==> src/rtl/hazard_ctrl.sv <==
// Front-end sequencing controller: load-use stalls, post-redirect nop bubbles, break parking.
// Optional performance counters are built only when HAZARD_PERF_EN is defined.
module hazard_ctrl #(
    parameter int FLUSH_CYCLES = 2,
    parameter int CNT_W        = 16
) (
    input  logic             clk,
    input  logic             reset,
    input  logic [4:0]       id_rs_in,
    input  logic [4:0]       id_rt_in,
    input  logic             id_uses_rs_in,
    input  logic             id_uses_rt_in,
    input  logic             ex_mem_re_in,
    input  logic [4:0]       ex_rd_in,
    input  logic             redirect_in,
    input  logic             halt_in,
    output logic             pc_en_out,
    output logic             fd_en_out,
    output logic             nop_sel_out,
    output logic             flush_out,
    output logic             halted_out,
    output logic [CNT_W-1:0] stall_cnt_out,
    output logic [CNT_W-1:0] flush_cnt_out
);
    typedef enum logic [1:0] {RUN, FLUSH, HALT} state_t;

    localparam logic [3:0] FRELOAD = 4'(FLUSH_CYCLES - 1);

    state_t     state;
    logic [3:0] fcnt;
    logic       hz;
    logic       stall_ev;
    logic       flush_ev;

    assign hz = ex_mem_re_in && (ex_rd_in != 5'd0) &&
                ((id_uses_rs_in && (id_rs_in == ex_rd_in)) ||
                 (id_uses_rt_in && (id_rt_in == ex_rd_in)));

    always_comb begin
        pc_en_out   = 1'b0;
        fd_en_out   = 1'b0;
        nop_sel_out = 1'b1;
        flush_out   = 1'b0;
        halted_out  = 1'b0;
        stall_ev    = 1'b0;
        flush_ev    = 1'b0;
        if (!reset) begin
            case (state)
                RUN: begin
                    if (redirect_in) begin
                        pc_en_out = 1'b1;
                        fd_en_out = 1'b1;
                        flush_out = 1'b1;
                        flush_ev  = 1'b1;
                    end else if (halt_in) begin
                        nop_sel_out = 1'b1;
                    end else if (hz) begin
                        // Hold PC and IF/ID; the bubble goes into EX, not decode.
                        nop_sel_out = 1'b0;
                        flush_out   = 1'b1;
                        stall_ev    = 1'b1;
                    end else begin
                        pc_en_out   = 1'b1;
                        fd_en_out   = 1'b1;
                        nop_sel_out = 1'b0;
                    end
                end
                FLUSH: begin
                    pc_en_out = 1'b1;
                    fd_en_out = 1'b1;
                    if (redirect_in) begin
                        flush_out = 1'b1;
                        flush_ev  = 1'b1;
                    end
                end
                HALT: halted_out = 1'b1;
                default: ;
            endcase
        end
    end

    always_ff @(posedge clk) begin
        if (reset) begin
            state <= RUN;
            fcnt  <= 4'd0;
        end else begin
            case (state)
                RUN: begin
                    if (redirect_in) begin
                        state <= (FLUSH_CYCLES == 1) ? RUN : FLUSH;
                        fcnt  <= FRELOAD;
                    end else if (halt_in) begin
                        state <= HALT;
                    end
                end
                FLUSH: begin
                    if (redirect_in) begin
                        state <= (FLUSH_CYCLES == 1) ? RUN : FLUSH;
                        fcnt  <= FRELOAD;
                    end else begin
                        fcnt <= fcnt - 4'd1;
                        if (fcnt <= 4'd1) state <= RUN;
                    end
                end
                HALT: state <= HALT;
                default: begin
                    state <= RUN;
                    fcnt  <= 4'd0;
                end
            endcase
        end
    end

`ifdef HAZARD_PERF_EN
    logic [CNT_W-1:0] stall_cnt;
    logic [CNT_W-1:0] flush_cnt;

    // Saturating: a counter parked at all-ones stays there until reset.
    always_ff @(posedge clk) begin
        if (reset) begin
            stall_cnt <= '0;
            flush_cnt <= '0;
        end else begin
            if (stall_ev && (stall_cnt != '1)) stall_cnt <= stall_cnt + 1'b1;
            if (flush_ev && (flush_cnt != '1)) flush_cnt <= flush_cnt + 1'b1;
        end
    end

    assign stall_cnt_out = stall_cnt;
    assign flush_cnt_out = flush_cnt;
`else
    logic unused_ev;
    assign unused_ev     = stall_ev ^ flush_ev;
    assign stall_cnt_out = '0;
    assign flush_cnt_out = '0;
`endif

endmodule

==> config.mk <==
export PLATFORM = sky130hd
export DESIGN_NAME = hazard_ctrl
export DESIGN_NICKNAME = d
export VERILOG_FILES = /design/src/rtl/hazard_ctrl.sv
export SDC_FILE = /design/constraint.sdc
export NUM_CORES = 1
export LEC_CHECK = 0
export CORE_UTILIZATION = 30
export CTS_CLUSTER_SIZE = 40
export DETAILED_ROUTE_END_ITERATION = 8
export PLACE_DENSITY_LB_ADDON = 0.15
export SLEW_MARGIN = 20
export SYNTH_ARGS = -nofsm -noshare
export SYNTH_HDL_FRONTEND = slang
export SYNTH_SLANG_ARGS = --single-unit
==> constraint.sdc <==
create_clock -name clk -period 1.91 [get_ports clk]
set_input_delay 0.4775 -clock clk [delete_from_list [all_inputs] [get_ports clk]]
set_output_delay 0.4775 -clock clk [all_outputs]
set_load 0.02 [all_outputs]
==> results of run 1 <==
[path summary, 6_finish.rpt]
kind                     to  cells after the start
setup / recovery  pc_en_out                      6
hold / removal      fcnt[2]                      2
setup reg to reg    fcnt[3]                      5
hold reg to reg     fcnt[2]                      2
[metal layers]
layer	GRT usage, %	up-vias	part of all wire, %
li1	-	329	-
met1	12.5	287	40
met2	22.6	41	48
met3	3.22	0	12
met4	2.63	0	0
met5	0	-	0
[sequential cells by signal (all words and copies together) (netlist names)]
register,flops
state,2
fcnt,4
[layout by cell type, fill, tap and decap left out, types with 3 or more instances in the layout]
master	instances
sky130_fd_sc_hd__buf_4	10
sky130_fd_sc_hd__dlygate4sd2_1	7
sky130_fd_sc_hd__buf_2	6
sky130_fd_sc_hd__nor2_1	4
sky130_fd_sc_hd__xor2_1	7
sky130_fd_sc_hd__buf_6	6
sky130_fd_sc_hd__clkbuf_4	3
sky130_fd_sc_hd__clkdlybuf4s50_1	3
sky130_fd_sc_hd__o21ai_0	3
sky130_fd_sc_hd__conb_1	32
sky130_fd_sc_hd__a21oi_1	6
sky130_fd_sc_hd__dfxtp_1	6
sky130_fd_sc_hd__nor3_1	6
sky130_fd_sc_hd__inv_1	4
[synth_stat cells (2+ instances only)]
cell type	n	share of area, %
sky130_fd_sc_hd__a21oi_1	6	4.0
sky130_fd_sc_hd__buf_4	33	33
sky130_fd_sc_hd__ha_1	2	3.3
sky130_fd_sc_hd__nand4b_1	2	2.3
sky130_fd_sc_hd__nor2_1	4	2.0
sky130_fd_sc_hd__nor4_1	2	1.7
sky130_fd_sc_hd__dfxtp_1	6	16
sky130_fd_sc_hd__inv_1	4	2.0
sky130_fd_sc_hd__xnor2_1	2	2.3
sky130_fd_sc_hd__nor3_1	6	4.0
sky130_fd_sc_hd__xor2_1	8	9.3
sky130_fd_sc_hd__o21ai_0	3	2.0
sky130_fd_sc_hd__clkbuf_1	2	1.0
[worst max-delay path: cells and delay by family]
family	cells	cell delay [ps]
AO/OA/AOI/OAI	2	280
buffers and inverters	2	200
AND/OR/NAND/NOR	2	660
[cells by family (layout without fill, tap and decap cells)]
kind of cell	count (synthesis)	count (layout)
compound gates	16	16
buf+inv	41	42
flops	6	6
other cells	1	32
xor+xnor	10	10
fa+ha+maj	2	2
simple gates	22	22
[cell type report]
class	instances	area (um2)
Clock buffer	3	22.5
Tap cell	28	35.0
Inverter	4	15.0
Multi-Input combinational cell	82	515
Timing Repair Buffer	35	294
Fill cell	248	1290
Sequential cell	6	120
[where the power goes]
| part | internal [mW] | switching (mW) | total (mW) |
|---|---|---|---|
| logic | 0.0911 | 0.132 | 0.224 |
| registers | 0.133 | 0.00459 | 0.138 |
| clock network | 0.0713 | 0.0479 | 0.119 |
[what timing repair did]
action	in CTS	in global routing
gates resized for setup	82	3
endpoints found under the hold margin	0	0
pin swaps	15	2
setup endpoints to repair	5	4
setup buffers	1	0
cloned	0	0
==> out/qor.yml, run 1 <==
numPortBuffers: 26
dieArea_mm2: 0.00272
initialDrtViolationCount: 13
setup.worst_path.end_class: "primary output"
globalplace.congestion: 0.724
areaGrowthSynthToFinish_pct: 32.8
worst-r2r-setup-slack_ps: 800
cts-htree-levels: 1
utilization_pct: 43.6
critPathLaunchType: "primary input"
worst_slack_ps: -183
power.leakage_nw: 0.482
placement_rows: 17
fraction_of_the_mapped_netlist_area_in_compound_gates_pct: 13.3
synth_mux_area_share_pct: 0
global_route_wire_length_before_repair_um: 2370
worst_ep_required_time_ps: 1430
vias_per_cell: 4.16
arrival_ps: 1620
dpl_cell_area_um2: 971
seq_area_frac_synth_pct: 15.9
r2r_start: "state[1]"
fmax_mhz: 478
synth-seq-cells: 6
report.final.hold_viol_count: 0
grt_pass1_vias: 584
cts.reportedPaths.clkPinSlew_ps: 50
setup-tns-final_ps: -508
chipWidth_um: 52.2
cts.sinks: 6
grt-ovfl-total: 0
ctsLongestPathBuffers: 2
cts_root_buf: "sky130_fd_sc_hd__clkbuf_4"
synth_cell_type_count: 31
worst_setup_path_startpoint: "ex_rd_in[2]"
clock_insertion_delay_worst_skew_ps: 240
finalClockSkew_ps: 3.36
pre_cts_ws_ps: -1090
layout-drive-gt1-share_pct: 29.2
route.antenna.remaining_nets: 0
critical_path_peak_fanout: 2
routed_wire_length_per_instance_um: 10.3
tritoncts: "yes"
synth-adder-area-share_pct: 3.32
hp-start: "fcnt[2]"
final-instance-count-excl-fill: 158
synth-simple-area-share_pct: 17.4
cts_made_buffers: 3
critPathKind: "primary input to primary output"
drt_first_pass_iters: 2
status: "finished with violations"
final_period_minus_worst_setup_slack_ps: 2090
yosys_warnings: 0
synth-xor-area-share_pct: 11.6
synth_top_family_by_area: "buffers and inverters"
post-dp-hpwl_um: 1320
rsz_0062_raised_after_global_routing: "yes"
netlist_area_um2: 754
final_area_mm2: 0.00100
detailroute.via_count: 657
core_area_mm2: 0.00230
power.total_uw: 480
drv_cap: 0
drt_drc_violations_left: 0
synthFlopType: "sky130_fd_sc_hd__dfxtp_1"
critPathMaxStageDelay_ps: 530
min_period_over_period_pct: 110
synthesized_instance_count: 98
insertedDiodeCount: 0
grt_start_max_net_pins: 11
num-nets-final: 156
whs_ps: 511
path_cells: "buf_8, or4_4, o21ai_2, or2b_1, o21a_4, buf_6"
ioPinCount: 59
antenna_found_initial: 0
post_synth_edffs: 0
postCtsHoldBufs: 0
groute.usage.overall_pct: 11.8
initial_standard_cell_utilization_of_the_core_pct: 32.8
power_per_cell_area_mw_per_mm2: 479
timing.final.setup_violations: 3
detail_route.wirelength_um: 1630
async_flop_share_pct: 0
dp.cells: 154
vdd_drop_max_mv: 0.392
hp-class: "register to register"
synth.avg_cell_area_um2: 7.70
critical_path.slowest_cell: "sky130_fd_sc_hd__or4_4"
failed_checks: "negative setup slack"
dieHeight_um: 52.2
final-max-slew-violation-count: 0
Power figures use the tool's default switching activity.
==> run 2: changes to the inputs <==
Settings changed: CTS_CLUSTER_DIAMETER set to 80, TNS_END_PERCENT set to 20.
==> run 2 against run 1 <==
  * The flow still finishes with violations (negative setup slack)
  * First-iteration DRC count fell by 69%
  * Count of clock-buffer cells in the layout stayed put
  * Power fell by 0.12%
  * Via count is 2.1% lower
  * Hold slack got worse by 25 ps
==> out/qor.yml, run 2 (synthesized netlist as in run 1, its figures left out) <==
grt-ovfl-total: 0
numPortBuffers: 26
groute.usage.overall_pct: 11.9
mostFrequentLayoutCells: "32 x sky130_fd_sc_hd__conb_1, 9 x sky130_fd_sc_hd__buf_4, 7 x sky130_fd_sc_hd__xor2_1"
r2r-end: "state[0]"
power_per_cell_area_mw_per_mm2: 484
grt_start_max_net_pins: 11
hp-class: "register to register"
worst_setup_path_startpoint: "ex_rd_in[4]"
tritoncts: "yes"
layout-drive-gt1-share_pct: 28.5
power.total_uw: 480
timing.final.setup_violations: 4
worst_slack_ps: -181
final-max-slew-violation-count: 0
route.antenna.remaining_nets: 0
fmax_mhz: 478
worst_ep_required_time_ps: 1430
dp.cells: 155
cts-htree-levels: 1
detail_route.wirelength_um: 1640
post-dp-hpwl_um: 1280
grt_pass1_vias: 555
failed_checks: "negative setup slack"
registers.top_by_ff_count: "fcnt"
vdd_drop_max_mv: 0.372
report.final.hold_viol_count: 0
power.leakage_nw: 0.478
setup.worst_path.end_class: "primary output"
initial_standard_cell_utilization_of_the_core_pct: 32.8
cts_setup_buffers: 0
drt_first_pass_iters: 2
cts.sinks: 6
status: "finished with violations"
chipWidth_um: 52.2
rsz_0062_raised_after_global_routing: "yes"
ioPinCount: 59
cts_root_buf: "sky130_fd_sc_hd__clkbuf_4"
r2r_start: "fcnt[0]"
max_ffs_per_register: 4
crit_end: "pc_en_out"
routed_wire_length_per_instance_um: 10.4
largest_registers: "fcnt (4), state (2)"
dieArea_mm2: 0.00272
vias_per_cell: 4.07
initialDrtViolationCount: 4
global_route_wire_length_before_repair_um: 2320
areaGrowthSynthToFinish_pct: 31.5
placement_rows: 17
final-instance-count-excl-fill: 158
utilization_pct: 43.2
final_period_minus_worst_setup_slack_ps: 2090
finalClockSkew_ps: 0.357
cts.reportedPaths.clkPinSlew_ps: 50
dieHeight_um: 52.2
most_common_library_cell_in_the_layout_ignoring_fill_and_taps: "sky130_fd_sc_hd__conb_1"
cts_made_buffers: 3
detailroute.via_count: 643
globalplace.congestion: 0.720
critPathKind: "primary input to primary output"
ctsLongestPathBuffers: 2
drt_drc_violations_left: 0
min_period_over_period_pct: 109
critPathLaunchType: "primary input"
drv_cap: 0
critical_path_peak_fanout: 3
ff2ff_path_depth: 5
final_area_um2: 992
clock_insertion_delay_worst_skew_ps: 250
whs_ps: 486
arrival_ps: 1610
insertedDiodeCount: 0
dpl_cell_area_um2: 975
num-nets-final: 156
core_area_mm2: 0.00230
worst-r2r-setup-slack_ps: 790
antenna_found_initial: 0
==> run 2: worst min path at each step <==
stage	start	end	slack, ps	cells after the start
global route	fcnt[3]	fcnt[3]	510	2
detailed placement	fcnt[3]	fcnt[3]	480	2
finish	fcnt[3]	fcnt[3]	490	2
floorplan	fcnt[3]	fcnt[3]	460	2
CTS	fcnt[3]	fcnt[3]	480	2
global placement	fcnt[3]	fcnt[3]	480	2
==> run 2: cell type report <==
class / instances / area (um2)
fillers: 254 / 1310
flip-flops and latches: 6 / 120
clock buffers: 3 / 22.5
well taps: 28 / 35.0
repair buffers: 35 / 284
inverters: 4 / 15.0
multi-input cells: 82 / 515
==> run 2: power by group <==
group	switching [mW]	internal (mW)	leakage, nW
Clock	0.0482	0.0712	0.0138
Sequential	0.00481	0.133	0.0493
Combinational	0.134	0.0884	0.415
==> run 2: timing repair <==
item	CTS	global route
resized for setup	67	12
pin swaps	10	7
endpoints found under the hold margin	0	0
hold buffers	0	0
setup endpoints to repair	5	5
==> run 2: critical path, cell delays in order <==
cell and delay (ps):
sky130_fd_sc_hd__buf_6 100, sky130_fd_sc_hd__or4_4 540, sky130_fd_sc_hd__o21ai_2 140, sky130_fd_sc_hd__or2b_1 120
sky130_fd_sc_hd__o21a_4 130, sky130_fd_sc_hd__buf_6 110
==> run 2: layer usage <==
| layer | wire (um) | global-route usage [%] | up-vias |
|---|---|---|---|
| met5 | 0 | 0 | - |
| met4 | 29 | 7.89 | 0 |
| met3 | 195 | 2.05 | 4 |
| met2 | 754 | 20.9 | 39 |
| met1 | 657 | 13.0 | 275 |
| li1 | - | - | 325 |
==> run 2: stage by stage <==
stage | worst slack (ps) | setup TNS (ps)
2_1_floorplan | -118 | -205
3_3_place_gp | -1100 | -4410
3_5_place_dp | -1090 | -4330
4_1_cts | -218 | -738
5_1_grt | -235 | -786
6_report | -181 | -617
==> run 3: changes to the inputs <==
Settings changed: CELL_PAD_IN_SITES_DETAIL_PLACEMENT set to 1, CELL_PAD_IN_SITES_GLOBAL_PLACEMENT set to 2, CORE_UTILIZATION 30 to 14, GPL_ROUTABILITY_DRIVEN set to 0, PLACE_DENSITY set to 0.71, PLACE_DENSITY_LB_ADDON 0.15 to unset.
==> run 3 against run 2 <==
  * The flow still finishes with violations (negative setup slack)
  * Sequential share of layout area down 0.98 points
  * Clock skew up 4.5 ps
  * Non-clock buffer count up 3
  * Fmax down 3.1%
  * Largest cell class unchanged
  * Largest power group unchanged
==> out/qor.yml, run 3 (synthesized netlist as in run 1, its figures left out) <==
critPathLaunchType: "primary input"
cts_made_buffers: 3
clock_insertion_delay_worst_skew_ps: 220
critical_path.top_delay_family: "buffers and inverters"
chipWidth_um: 75.4
detailroute.via_count: 697
utilization_pct: 21.0
largest_registers: "fcnt (4), state (2)"
grt-ovfl-total: 0
failed_checks: "negative setup slack"
vias_per_cell: 3.43
setup-tns-final_ps: -776
dieHeight_um: 75.4
min_period_over_period_pct: 113
groute.usage.overall_pct: 6.77
areaGrowthSynthToFinish_pct: 43.1
dp.cells: 200
final-instance-count-excl-fill: 203
arrival_ps: 1680
finalClockSkew_ps: 4.90
max_ffs_per_register: 4
routed_wire_length_per_instance_um: 9.73
power_frac_seq_pct: 24.8
ioPinCount: 59
worst_ep_required_time_ps: 1430
critical_path.slowest_cell: "sky130_fd_sc_hd__nor4_2"
insertedDiodeCount: 0
critPathMaxStageDelay_ps: 300
final_period_minus_worst_setup_slack_ps: 2160
initialDrtViolationCount: 3
tritoncts: "yes"
path_cells: "buf_6, xor2_2, nor4_2, a32oi_2, buf_4, o21a_4, buf_6"
layout-drive-gt1-share_pct: 30.8
placement_rows: 26
ff2ff_path_depth: 6
cts.reportedPaths.clkPinSlew_ps: 40
drt_drc_violations_left: 0
grt_start_max_net_pins: 11
power_switching_share_pct: 35.5
critical_path_peak_fanout: 2
worst_slack_ps: -248
rsz_0062_raised_after_global_routing: "yes"
mostFrequentLayoutCells: "32 x sky130_fd_sc_hd__conb_1, 13 x sky130_fd_sc_hd__buf_4, 9 x sky130_fd_sc_hd__buf_2"
fill_cells: 649
status: "finished with violations"
antenna_found_initial: 0
detail_route.wirelength_um: 1980
numPortBuffers: 26
power_per_cell_area_mw_per_mm2: 518
drv_cap: 0
vdd_drop_max_mv: 0.178
report.final.hold_viol_count: 0
crit_cells: 7
most_common_library_cell_in_the_layout_ignoring_fill_and_taps: "sky130_fd_sc_hd__conb_1"
cts.sinks: 6
core_area_mm2: 0.00514
ctsLongestPathBuffers: 2
pre_cts_ws_ps: -1140
power.leakage_nw: 0.497
timing.final.setup_violations: 4
initial_standard_cell_utilization_of_the_core_pct: 14.7
route.antenna.remaining_nets: 0
dieArea_mm2: 0.00569
cell_repeated_most_along_the_worst_path: "sky130_fd_sc_hd__buf_6"
drt_first_pass_iters: 2
post-dp-hpwl_um: 1630
grt_pass1_vias: 696
num-nets-final: 159
min_path_cells: 2
setup.worst_path.end_class: "primary output"
switching_power_uw: 198
final-max-slew-violation-count: 0
cts_root_buf: "sky130_fd_sc_hd__clkbuf_8"
cp_num_buf_inv: 3
global_route_wire_length_before_repair_um: 2910
power.internal_uw: 361
clockPowerShare_pct: 34.4
cts-htree-levels: 1
hp-class: "register to register"
fmax_mhz: 463
registers.top_by_ff_count: "fcnt"
comb_power_share_pct: 40.8
critPathKind: "primary input to primary output"
run 3: cell count changes in the layout (fill, tap and decap cells not counted), sizes merged:
cell	delta
buf	+7
dlygate4sd2	+1
dlymetal6s2s	-1
clkdlybuf4s15	-1
clkbuf	-3
run 3: cell type report:
type / instances / area (um2) / share of cell area [%]
Sequential cell: 6 / 120 / 11.1
Tap cell: 70 / 87.6 / 8.11
Inverter: 4 / 15.0 / 1.39
Timing Repair Buffer: 38 / 300 / 27.8
Multi-Input combinational cell: 82 / 515 / 47.7
Clock buffer: 3 / 41.3 / 3.82
run 3: worst paths after layout:
path | startpoint | to | slack (ps)
hold reg to reg | fcnt[3] | fcnt[3] | 510
setup reg to reg | state[1] | fcnt[3] | 640
hold / removal | fcnt[3] | fcnt[3] | 510
setup / recovery | id_rs_in[1] | pc_en_out | -250
run 3: power by group through the flow:
stage               Sequential, mW  Clock [mW]  Combinational [mW]
finish                       0.139       0.192               0.228
global route                 0.140       0.202               0.251
CTS                          0.139       0.198               0.227
detailed placement           0.141           0               0.231
global placement             0.141           0               0.229
floorplan                    0.139           0               0.191
run 3: metrics by stage:
stage               power, mW  instance area, um2  hold slack, ps
global route            0.592                1080             521
floorplan               0.330                 887             457
detailed placement      0.371                1050             495
finish                  0.559                1080             509
CTS                     0.564                1070             500
global placement        0.369                1050             480
run 3: what timing repair did:
action	in CTS	in global routing
resized for setup	83	2
setup buffers	0	0
pin swaps	13	1
cloned	0	0
endpoints found under the setup margin	5	4
hold buffers	0	0
run 3: tightest hold or removal path, cell delays in order (launching register included):
cell and delay (ps):
sky130_fd_sc_hd__dfxtp_1 310, sky130_fd_sc_hd__o21ai_0 80, sky130_fd_sc_hd__a21oi_1 60
run 3: layer usage:
| metal | track usage, % | up-vias | part of all wire (%) | routed length (um) |
|---|---|---|---|---|
| met2 | 13.0 | 41 | 47 | 920 |
| met1 | 6.66 | 322 | 39 | 774 |
| met5 | 0 | - | 0 | 0 |
| met3 | 2.38 | 2 | 13 | 266 |
| met4 | 2.47 | 0 | 0.71 | 14 |
| li1 | - | 332 | - | - |
